$ cat src/rtl/alu_seq.sv
// rtl/alu_seq.sv - handshaked EXE-stage ALU with internal {Z,C,N,V} status; define ALU_SEQ_MUL_EN to build the iterative multiplier
module alu_seq #(
  parameter int WIDTH = 32,
  parameter int CMD_W = 4
) (
  input  logic             clk,
  input  logic             rst,
  input  logic             in_valid,
  output logic             in_ready,
  input  logic [CMD_W-1:0] exec_cmd,
  input  logic [WIDTH-1:0] val_1,
  input  logic [WIDTH-1:0] val_2,
  input  logic             set_flags,
  output logic             out_valid,
  input  logic             out_ready,
  output logic [WIDTH-1:0] res,
  output logic [3:0]       status_reg,
  output logic             busy
);

  localparam int MSB = WIDTH - 1;

  localparam logic [CMD_W-1:0] OP_MOV = CMD_W'(4'b0001);
  localparam logic [CMD_W-1:0] OP_MVN = CMD_W'(4'b1001);
  localparam logic [CMD_W-1:0] OP_ADD = CMD_W'(4'b0010);
  localparam logic [CMD_W-1:0] OP_ADC = CMD_W'(4'b0011);
  localparam logic [CMD_W-1:0] OP_SUB = CMD_W'(4'b0100);
  localparam logic [CMD_W-1:0] OP_SBC = CMD_W'(4'b0101);
  localparam logic [CMD_W-1:0] OP_AND = CMD_W'(4'b0110);
  localparam logic [CMD_W-1:0] OP_ORR = CMD_W'(4'b0111);
  localparam logic [CMD_W-1:0] OP_EOR = CMD_W'(4'b1000);
  localparam logic [CMD_W-1:0] OP_CMP = CMD_W'(4'b1100);
  localparam logic [CMD_W-1:0] OP_TST = CMD_W'(4'b1110);

`ifdef ALU_SEQ_MUL_EN
  localparam logic [CMD_W-1:0] OP_MUL = CMD_W'(4'b1010);
  localparam int CNT_W = $clog2(WIDTH);
  localparam logic [CNT_W-1:0] MUL_LAST = CNT_W'(WIDTH - 1);

  typedef enum logic [1:0] {
    IDLE     = 2'd0,
    MUL_BUSY = 2'd1,
    DONE     = 2'd2
  } state_t;
`else
  typedef enum logic [1:0] {
    IDLE = 2'd0,
    DONE = 2'd2
  } state_t;
`endif

  state_t state;

  logic             accept;
  logic             is_sub;
  logic             carry_in;
  logic [WIDTH-1:0] b_op;
  logic [WIDTH:0]   sum;
  logic             ovf;
  logic [WIDTH-1:0] alu_res;
  logic [3:0]       alu_flags;
  logic             keep_res;
  logic             force_flags;

  // Logical results only touch N and Z; C and V carry over from the current flags.
  function automatic logic [3:0] nz_flags(input logic [WIDTH-1:0] r, input logic [3:0] f);
    return {(r == '0), f[2], r[MSB], f[0]};
  endfunction

  assign in_ready = (state == IDLE) || ((state == DONE) && out_ready);
  assign accept   = in_valid && in_ready;

  // Shared adder: subtracts are A + ~B + cin, carry-in for ADC/SBC taken from the live C flag.
  always_comb begin
    is_sub = (exec_cmd == OP_SUB) || (exec_cmd == OP_SBC) || (exec_cmd == OP_CMP);
    b_op   = is_sub ? ~val_2 : val_2;
    case (exec_cmd)
      OP_ADC, OP_SBC: carry_in = status_reg[2];
      OP_SUB, OP_CMP: carry_in = 1'b1;
      default:        carry_in = 1'b0;
    endcase
    sum = {1'b0, val_1} + {1'b0, b_op} + {{WIDTH{1'b0}}, carry_in};
    ovf = (sum[MSB] != val_1[MSB]) &&
          (is_sub ? (val_1[MSB] != val_2[MSB]) : (val_1[MSB] == val_2[MSB]));
  end

  // Single-cycle result and flag selection; CMP/TST keep res and always write flags.
  always_comb begin
    alu_res     = '0;
    alu_flags   = status_reg;
    keep_res    = 1'b0;
    force_flags = 1'b0;
    case (exec_cmd)
      OP_ADD, OP_ADC, OP_SUB, OP_SBC: begin
        alu_res   = sum[MSB:0];
        alu_flags = {(sum[MSB:0] == '0), sum[WIDTH], sum[MSB], ovf};
      end
      OP_CMP: begin
        keep_res    = 1'b1;
        force_flags = 1'b1;
        alu_flags   = {(sum[MSB:0] == '0), sum[WIDTH], sum[MSB], ovf};
      end
      OP_MOV: begin
        alu_res   = val_2;
        alu_flags = nz_flags(val_2, status_reg);
      end
      OP_MVN: begin
        alu_res   = ~val_2;
        alu_flags = nz_flags(~val_2, status_reg);
      end
      OP_AND: begin
        alu_res   = val_1 & val_2;
        alu_flags = nz_flags(val_1 & val_2, status_reg);
      end
      OP_ORR: begin
        alu_res   = val_1 | val_2;
        alu_flags = nz_flags(val_1 | val_2, status_reg);
      end
      OP_EOR: begin
        alu_res   = val_1 ^ val_2;
        alu_flags = nz_flags(val_1 ^ val_2, status_reg);
      end
      OP_TST: begin
        keep_res    = 1'b1;
        force_flags = 1'b1;
        alu_flags   = nz_flags(val_1 & val_2, status_reg);
      end
      default: begin
        alu_res = '0;
      end
    endcase
  end

`ifdef ALU_SEQ_MUL_EN
  logic [WIDTH-1:0] mul_mcand;
  logic [WIDTH-1:0] mul_mplier;
  logic [WIDTH-1:0] mul_acc;
  logic [WIDTH-1:0] mul_sum;
  logic [CNT_W-1:0] mul_cnt;
  logic             mul_s;

  // One shift-add step: add the shifted multiplicand when the current multiplier bit is set.
  always_comb begin
    mul_sum = mul_acc + (mul_mplier[0] ? mul_mcand : '0);
  end
`else
  assign busy = 1'b0;
`endif

  // Control FSM plus registered result, flags and handshake outputs.
  always_ff @(posedge clk) begin
    if (rst) begin
      state      <= IDLE;
      res        <= '0;
      status_reg <= 4'b0000;
      out_valid  <= 1'b0;
`ifdef ALU_SEQ_MUL_EN
      busy       <= 1'b0;
      mul_mcand  <= '0;
      mul_mplier <= '0;
      mul_acc    <= '0;
      mul_cnt    <= '0;
      mul_s      <= 1'b0;
`endif
    end else if (accept) begin
`ifdef ALU_SEQ_MUL_EN
      if (exec_cmd == OP_MUL) begin
        state      <= MUL_BUSY;
        busy       <= 1'b1;
        out_valid  <= 1'b0;
        mul_mcand  <= val_1;
        mul_mplier <= val_2;
        mul_acc    <= '0;
        mul_cnt    <= '0;
        mul_s      <= set_flags;
      end else
`endif
      begin
        state     <= DONE;
        out_valid <= 1'b1;
        if (!keep_res) begin
          res <= alu_res;
        end
        if (set_flags || force_flags) begin
          status_reg <= alu_flags;
        end
      end
    end else begin
      case (state)
`ifdef ALU_SEQ_MUL_EN
        MUL_BUSY: begin
          mul_acc    <= mul_sum;
          mul_mcand  <= mul_mcand << 1;
          mul_mplier <= mul_mplier >> 1;
          mul_cnt    <= mul_cnt + CNT_W'(1);
          if (mul_cnt == MUL_LAST) begin
            state     <= DONE;
            busy      <= 1'b0;
            out_valid <= 1'b1;
            res       <= mul_sum;
            if (mul_s) begin
              status_reg <= nz_flags(mul_sum, status_reg);
            end
          end
        end
`endif
        DONE: begin
          if (out_ready) begin
            state     <= IDLE;
            out_valid <= 1'b0;
          end
        end
        default: begin
        end
      endcase
    end
  end

endmodule

$ cat config.mk
export PLATFORM = sky130hd
export DESIGN_NAME = alu_seq
export DESIGN_NICKNAME = d
export VERILOG_FILES = /design/src/rtl/alu_seq.sv
export SDC_FILE = /design/constraint.sdc
export NUM_CORES = 1
export LEC_CHECK = 0
export BUFFER_PORTS_ARGS = -buffer_cell sky130_fd_sc_hd__buf_2
export CORE_MARGIN = 10
export CORE_UTILIZATION = 30
export DETAILED_ROUTE_END_ITERATION = 7
export HOLD_SLACK_MARGIN = 0.12
export PLACE_DENSITY = 0.45
export SYNTH_ARGS = -nofsm -noshare
export SYNTH_HDL_FRONTEND = slang
export SYNTH_SLANG_ARGS = --single-unit
$ cat constraint.sdc
create_clock -name clk -period 7 [get_ports clk]
set_clock_uncertainty 0.15 [all_clocks]
set_input_delay 0.7 -clock clk [delete_from_list [all_inputs] [get_ports clk]]
set_output_delay 0.7 -clock clk [all_outputs]
set_load 0.02 [all_outputs]
## Word-level counts from Yosys, hierarchy flattened

Cells that the tools add are included.

| word-level totals | value |
|---|---|
| flip-flop bits (word level) | 38 |
| input bits | 73 |
| output and inout port bits | 39 |
| word-level logic and storage cells | 70 |

| operators by class | value |
|---|---|
| add/subtract/negate cells | 2 |
| eq/ne operators | 14 |
| mux-type cells | 12 |
| bitwise operators | 10 |
| reductions and logical operators | 27 |

Operators by type and width:

| operator | count |
|---|---|
| $logic_not 32->1 | 6 |
| $pmux 32 s6 | 1 |
| $add 32x32->33 | 1 |
| $add 33x1->33 | 1 |
| $and 32x32->32 | 1 |
| $mux 32 | 1 |
| $not 32->32 | 1 |
| $or 32x32->32 | 1 |
| $xor 32x32->32 | 1 |
| $pmux 4 s6 | 1 |
| $eq 4x3->1 const B | 4 |
| $eq 4x4->1 const B | 4 |
| $eq 4x2->1 const B | 2 |
| $reduce_and 8->1 | 1 |
| $reduce_or 2->1 | 4 |
| $mux 2 | 3 |
| $not 1->1 | 6 |
| $reduce_bool 6->1 | 1 |
| $mux 1 | 5 |
| $reduce_or 5->1 | 1 |
| $eq 4x1->1 const B | 1 |
| $logic_or 1x1->1 | 4 |
| $reduce_and 2->1 | 2 |
| $reduce_bool 2->1 | 2 |
| 7 further kinds | 10 |

## Longest topological paths before layout

| logic depth | value |
|---|---|
| depth after elaboration | 9 |
| depth in mapped cells | 17 |
| depth with buffers taken out | 16 |

## Least setup slack after synthesis

No wires, ideal clock.

| timing path | value |
|---|---|
| path kind | input-to-reg |
| start | in exec_cmd[0] |
| end | reg res[31] |
| library setup time | 0.128 ns |
| data arrival time | 4.066 ns |
| data required time | 6.722 ns |
| setup slack | 2.657 ns |
| stages on the path | 17 |
| path buffers | 3 |
| path through | clkbuf_1 -> nand2_1 -> nand2_1 -> buf_1 -> xnor2_1 -> ha_1 -> buf_2 -> and4_1 -> nand4_1 -> a21oi_2 -> o31ai_4 -> a2111oi_4 -> o221ai_2 -> xnor2_2 -> a221o_1 -> a22oi_1 -> nor2_1 |

| between the ends | value |
|---|---|
| word-level cells in the longest chain between the ends | 7 |
| elaborated cells between the ends (all ways) | 25 |
| those cells by class | add/sub (2); eq/ne (11); mux (4); bitwise (1); reduce/logical (7) |

RTL lines:

| what | RTL line | source |
|---|---|---|
| start, declared | 10 | `input logic [CMD_W-1:0] exec_cmd,` |
| $eq 4x3->1 | 75, 77, 93 |  |
| $logic_or 1x1->1 (2 in series) | 75 | `is_sub = (exec_cmd == OP_SUB) \|\| (exec_cmd == OP_SBC) \|\| (exec_cmd == OP_CMP);` |
| $mux 32 | 76 | `b_op = is_sub ? ~val_2 : val_2;` |
| $add 32x32->33 | 82 | `sum = {1'b0, val_1} + {1'b0, b_op} + {{WIDTH{1'b0}}, carry_in};` |
| $add 33x1->33 | 82 |  |
| $pmux 32 s6 | 93 | `case (exec_cmd)` |
| end signal, assigned | 182 | `res <= alu_res;` |
| end, declared | 16 | `output logic [WIDTH-1:0] res,` |

Several ways; a longest one is shown, not always the timed one.
A chain may end at the register's enable or synchronous reset.

## Worst setup path after layout

| timing path | value |
|---|---|
| start | in exec_cmd[2] |
| end | reg status_reg[3] |

| between the ends | value |
|---|---|
| word-level cells in the longest chain between the ends | 8 |
| elaborated cells between the ends (all ways) | 28 |
| those cells by class | add/sub (2); eq/ne (11); mux (4); reduce/logical (11) |

RTL lines:

| what | RTL line | source |
|---|---|---|
| $eq 4x3->1 | 75, 77, 93 |  |
| $logic_or 1x1->1 (2 in series) | 75 |  |
| $mux 32 | 76 |  |
| $add 32x32->33 | 82 |  |
| $add 33x1->33 | 82 |  |
| $logic_not 32->1 | 96, 101 |  |
| $pmux 4 s6 | 93 |  |
| end signal, assigned | 185 | `status_reg <= alu_flags;` |
| end, declared | 17 | `output logic [3:0] status_reg,` |

Several ways; a longest one is shown, not always the timed one. The select of a mux whose other input is x is not followed.

==> results.cfg <==
[clock_network]
cts_tree = built
post-cts-setup-buffers = 0
clock_path_buffers = 2
htree_levels = 2
cts_resized = 0
root_buffer = clkbuf_16
hold_buffers = 0
cts_made_buffers = 5
path_clk_slew_ns = 0.06
cts.sinks = 37
clk-insertion-delay-late_ns = 0.29

[timing]
hold_slack_ns = 0.328
fmax_mhz = 201
max-slew-margin-rel_pct = 42.6
layout_setup_ws_ns = 2.03
slew_violations = 0
finalSetupViolCount = 0
finalHoldViolCount = 0
fin_crit_sh_pct = 71.0
fin_setup_tns_ns = 0
rsz0062_at_grt = no
fin_crit_ns = 4.97
worst_slew_pin_slew_ns = 0.860

[worst_setup_path]
ff2ff_path_depth = 15
end_kind = flop
required_ns = 7.05
cp-startpoint = exec_cmd[2]
critPathLaunchType = input port
path_depth = 16
worstPathArrival_ns = 5.02
cpPeakStageDelay_ns = 0.46
crit_path_max_fanout = 13
cp_cell_sequence = buf_2 -> nor2b_1 -> nand2_2 -> xnor2_1 -> fa_1 -> fa_1 -> nand2b_1 -> a21oi_1 -> o211ai_1 -> a31oi_1 -> a31oi_1 -> mux2i_1 -> a2111o_1 -> nor4_1 -> nand4_1 -> o41ai_2
r2r_start = status_reg[2]
critPathSlowestCell = fa_1
critical-path-top-delay-family = compound AO/OA/AOI/OAI gates
critPathBufInv = 1
criticalPathCategory = in2reg

[outcome]
status = finished, final reports clean

[power_and_ir_drop]
p_leak_nw = 3.26
powerDensity_nw_per_um2 = 158
peakVddDrop_v = 0.0000738

[floorplanning]
die_area_um2 = 26700
core_um2 = 20200
num_rows = 52
ios = 112
chipHeight_um = 163
fp.dieW_um = 163
initial_core_util_pct = 30.5

[place]
place_congestion = 0.921
port_buffers = 110
dp_hpwl_um = 22100
pre_cts_ws_ns = 1.76
post_dp_cell_area_um2 = 6960

[drt]
drc_errors = 0
routedWlPerCell_um = 22.4
detail-route-antenna-nets = 0
avgViaCountPerCell = 5.60
wirelength_um = 27300
firstDrtPassIters = 6
drt-initial-drc-count = 599
vias = 6830

[layout]
drive_above_1_share_pct = 15.7
seq_area_um2 = 741
n_fill_cell = 2165
area_growth_pct = 15.5
num_antenna_cells = 0
design_area_um2 = 7130
largest_reg_flops = 32
multi_input_area_um2 = 5000
nets = 1119
fin_util_pct = 35.3

[grt]
overflow = 0
grt_max_degree = 39
grt_pass1_vias = 6582
antenna_found_initial = 0
grt_usage_pct = 19.9
grt_pass1_wl_um = 41000

[synth]
ys_seq_area_share_pct = 12.0
synth.avg_cell_area_um2 = 7.12
synth_area_um2 = 6170
ys.warnings.count = 0
syn-num-nets = 1037
syn_inst = 867
synth.distinct_cells = 70
synth_edf_count = 0
ys_ff_latch = 37
async_flop_share_pct = 0
synthFlopType = dfxtp_1

[hold_path]
min_path_type = reg2reg
hold_path_depth = 2
min_from = res[2]

[job]
cap_violations = 0
## worst reg2reg max path: cells and delay by family, from the launching register on
family	cells	cell delay, ns
buffers and inverters	1	0.06
adders and majority gates	2	0.94
and+or+nand+nor	4	0.84
DFF	1	0.35
AOI/OAI and AO/OA	7	1.60
muxes	1	0.19
## kinds of logic (layout without fill, tap and decap cells)
| logic type | after synthesis | count (layout) | synth area share, % |
|---|---|---|---|
| AND/OR/NAND/NOR | 310 | 310 | 24.2 |
| AO/OA/AOI/OAI | 244 | 244 | 27.6 |
| buffers and inverters | 116 | 199 | 7.32 |
| adder cells (fa/ha/maj) | 97 | 97 | 19.9 |
| XOR/XNOR | 59 | 59 | 8.49 |
| flip-flops | 37 | 37 | 12.0 |
| multiplexers | 3 | 3 | 0.486 |
| other | 1 | 1 | 0.0607 |
## cells in the mapped netlist, types with 3 or more instances
cell      count  area, µm²
a211oi_1      5       37.5
a21o_1        6       45.0
a21oi_1      54        270
a221o_1       5       50.1
a221oi_1     31        272
a22oi_1      23        173
a31oi_1      17        106
and2_1        6       37.5
and3_1        4       25.0
buf_1         6       22.5
buf_2         4       20.0
clkbuf_1     30        113
dfxtp_1      37        741
ha_1         95       1190
inv_1        74        278
mux2i_1       3       30.0
nand2_1      92        345
nand2b_1      7       43.8
nand3_1      16       80.1
nand4_1      28        175
nor2_1       90        338
nor2b_1       6       37.5
nor3_1       10       50.1
nor4_1       32        200
o211ai_1     24        180
o21a_1        3       22.5
o21ai_0      47        235
o21ai_1       3       15.0
o41ai_2       3       48.8
or3_1         4       25.0
xnor2_1      46        403
xor2_1       12        105
## final timing paths
check / to / slack, ns
min reg2reg: res[2] / 0.33
min: res[2] / 0.33
max reg2reg: status_reg[3] / 2.77
max: status_reg[3] / 2.03
## through the flow
stage               instances  total power, W
finish                   1220         0.00113
CTS                      1220         0.00112
global route             1220         0.00120
floorplan                 867        0.000641
global placement         1212        0.000858
detailed placement       1212        0.000850
## per-layer routing
metal	GRT usage, %	up-vias	wire length [µm]
met5	0	-	0
met4	5.61	0	571
met3	3.12	24	2170
met2	31.8	273	12400
met1	26.9	3200	12100
li1	-	3333	-
## power breakdown
part	switching, W	internal (W)
clock network	0.0000935	0.000178
registers	0.00000655	0.000222
logic	0.000405	0.000221
## placed cells by master, fill, tap and decap left out, types with 8 or more instances in the layout
| cell | Yosys | final |
|---|---|---|
| nand3_1 | 16 | 15 |
| dfxtp_1 | 37 | 37 |
| ha_1 | 95 | 95 |
| o21ai_0 | 47 | 47 |
| nand4_1 | 28 | 28 |
| nand2_1 | 92 | 91 |
| nor3_1 | 10 | 8 |
| o211ai_1 | 24 | 24 |
| xnor2_1 | 46 | 46 |
| a31oi_1 | 17 | 17 |
| xor2_1 | 12 | 12 |
| nor2_1 | 90 | 89 |
| a21oi_1 | 54 | 54 |
| a22oi_1 | 23 | 23 |
| a221oi_1 | 31 | 31 |
| buf_2 | 4 | 110 |
| nor4_1 | 32 | 32 |
| inv_1 | 74 | 74 |
## cell type report
class,count,area share [%]
sequential,37,10.4
tap,270,4.74
inverter,74,3.89
timing repair buffer,117,8.45
clock inverter,1,0.421
multi-input combinational,714,70.1
clock buffer,7,2.00
(Power assumes the default switching activity.)
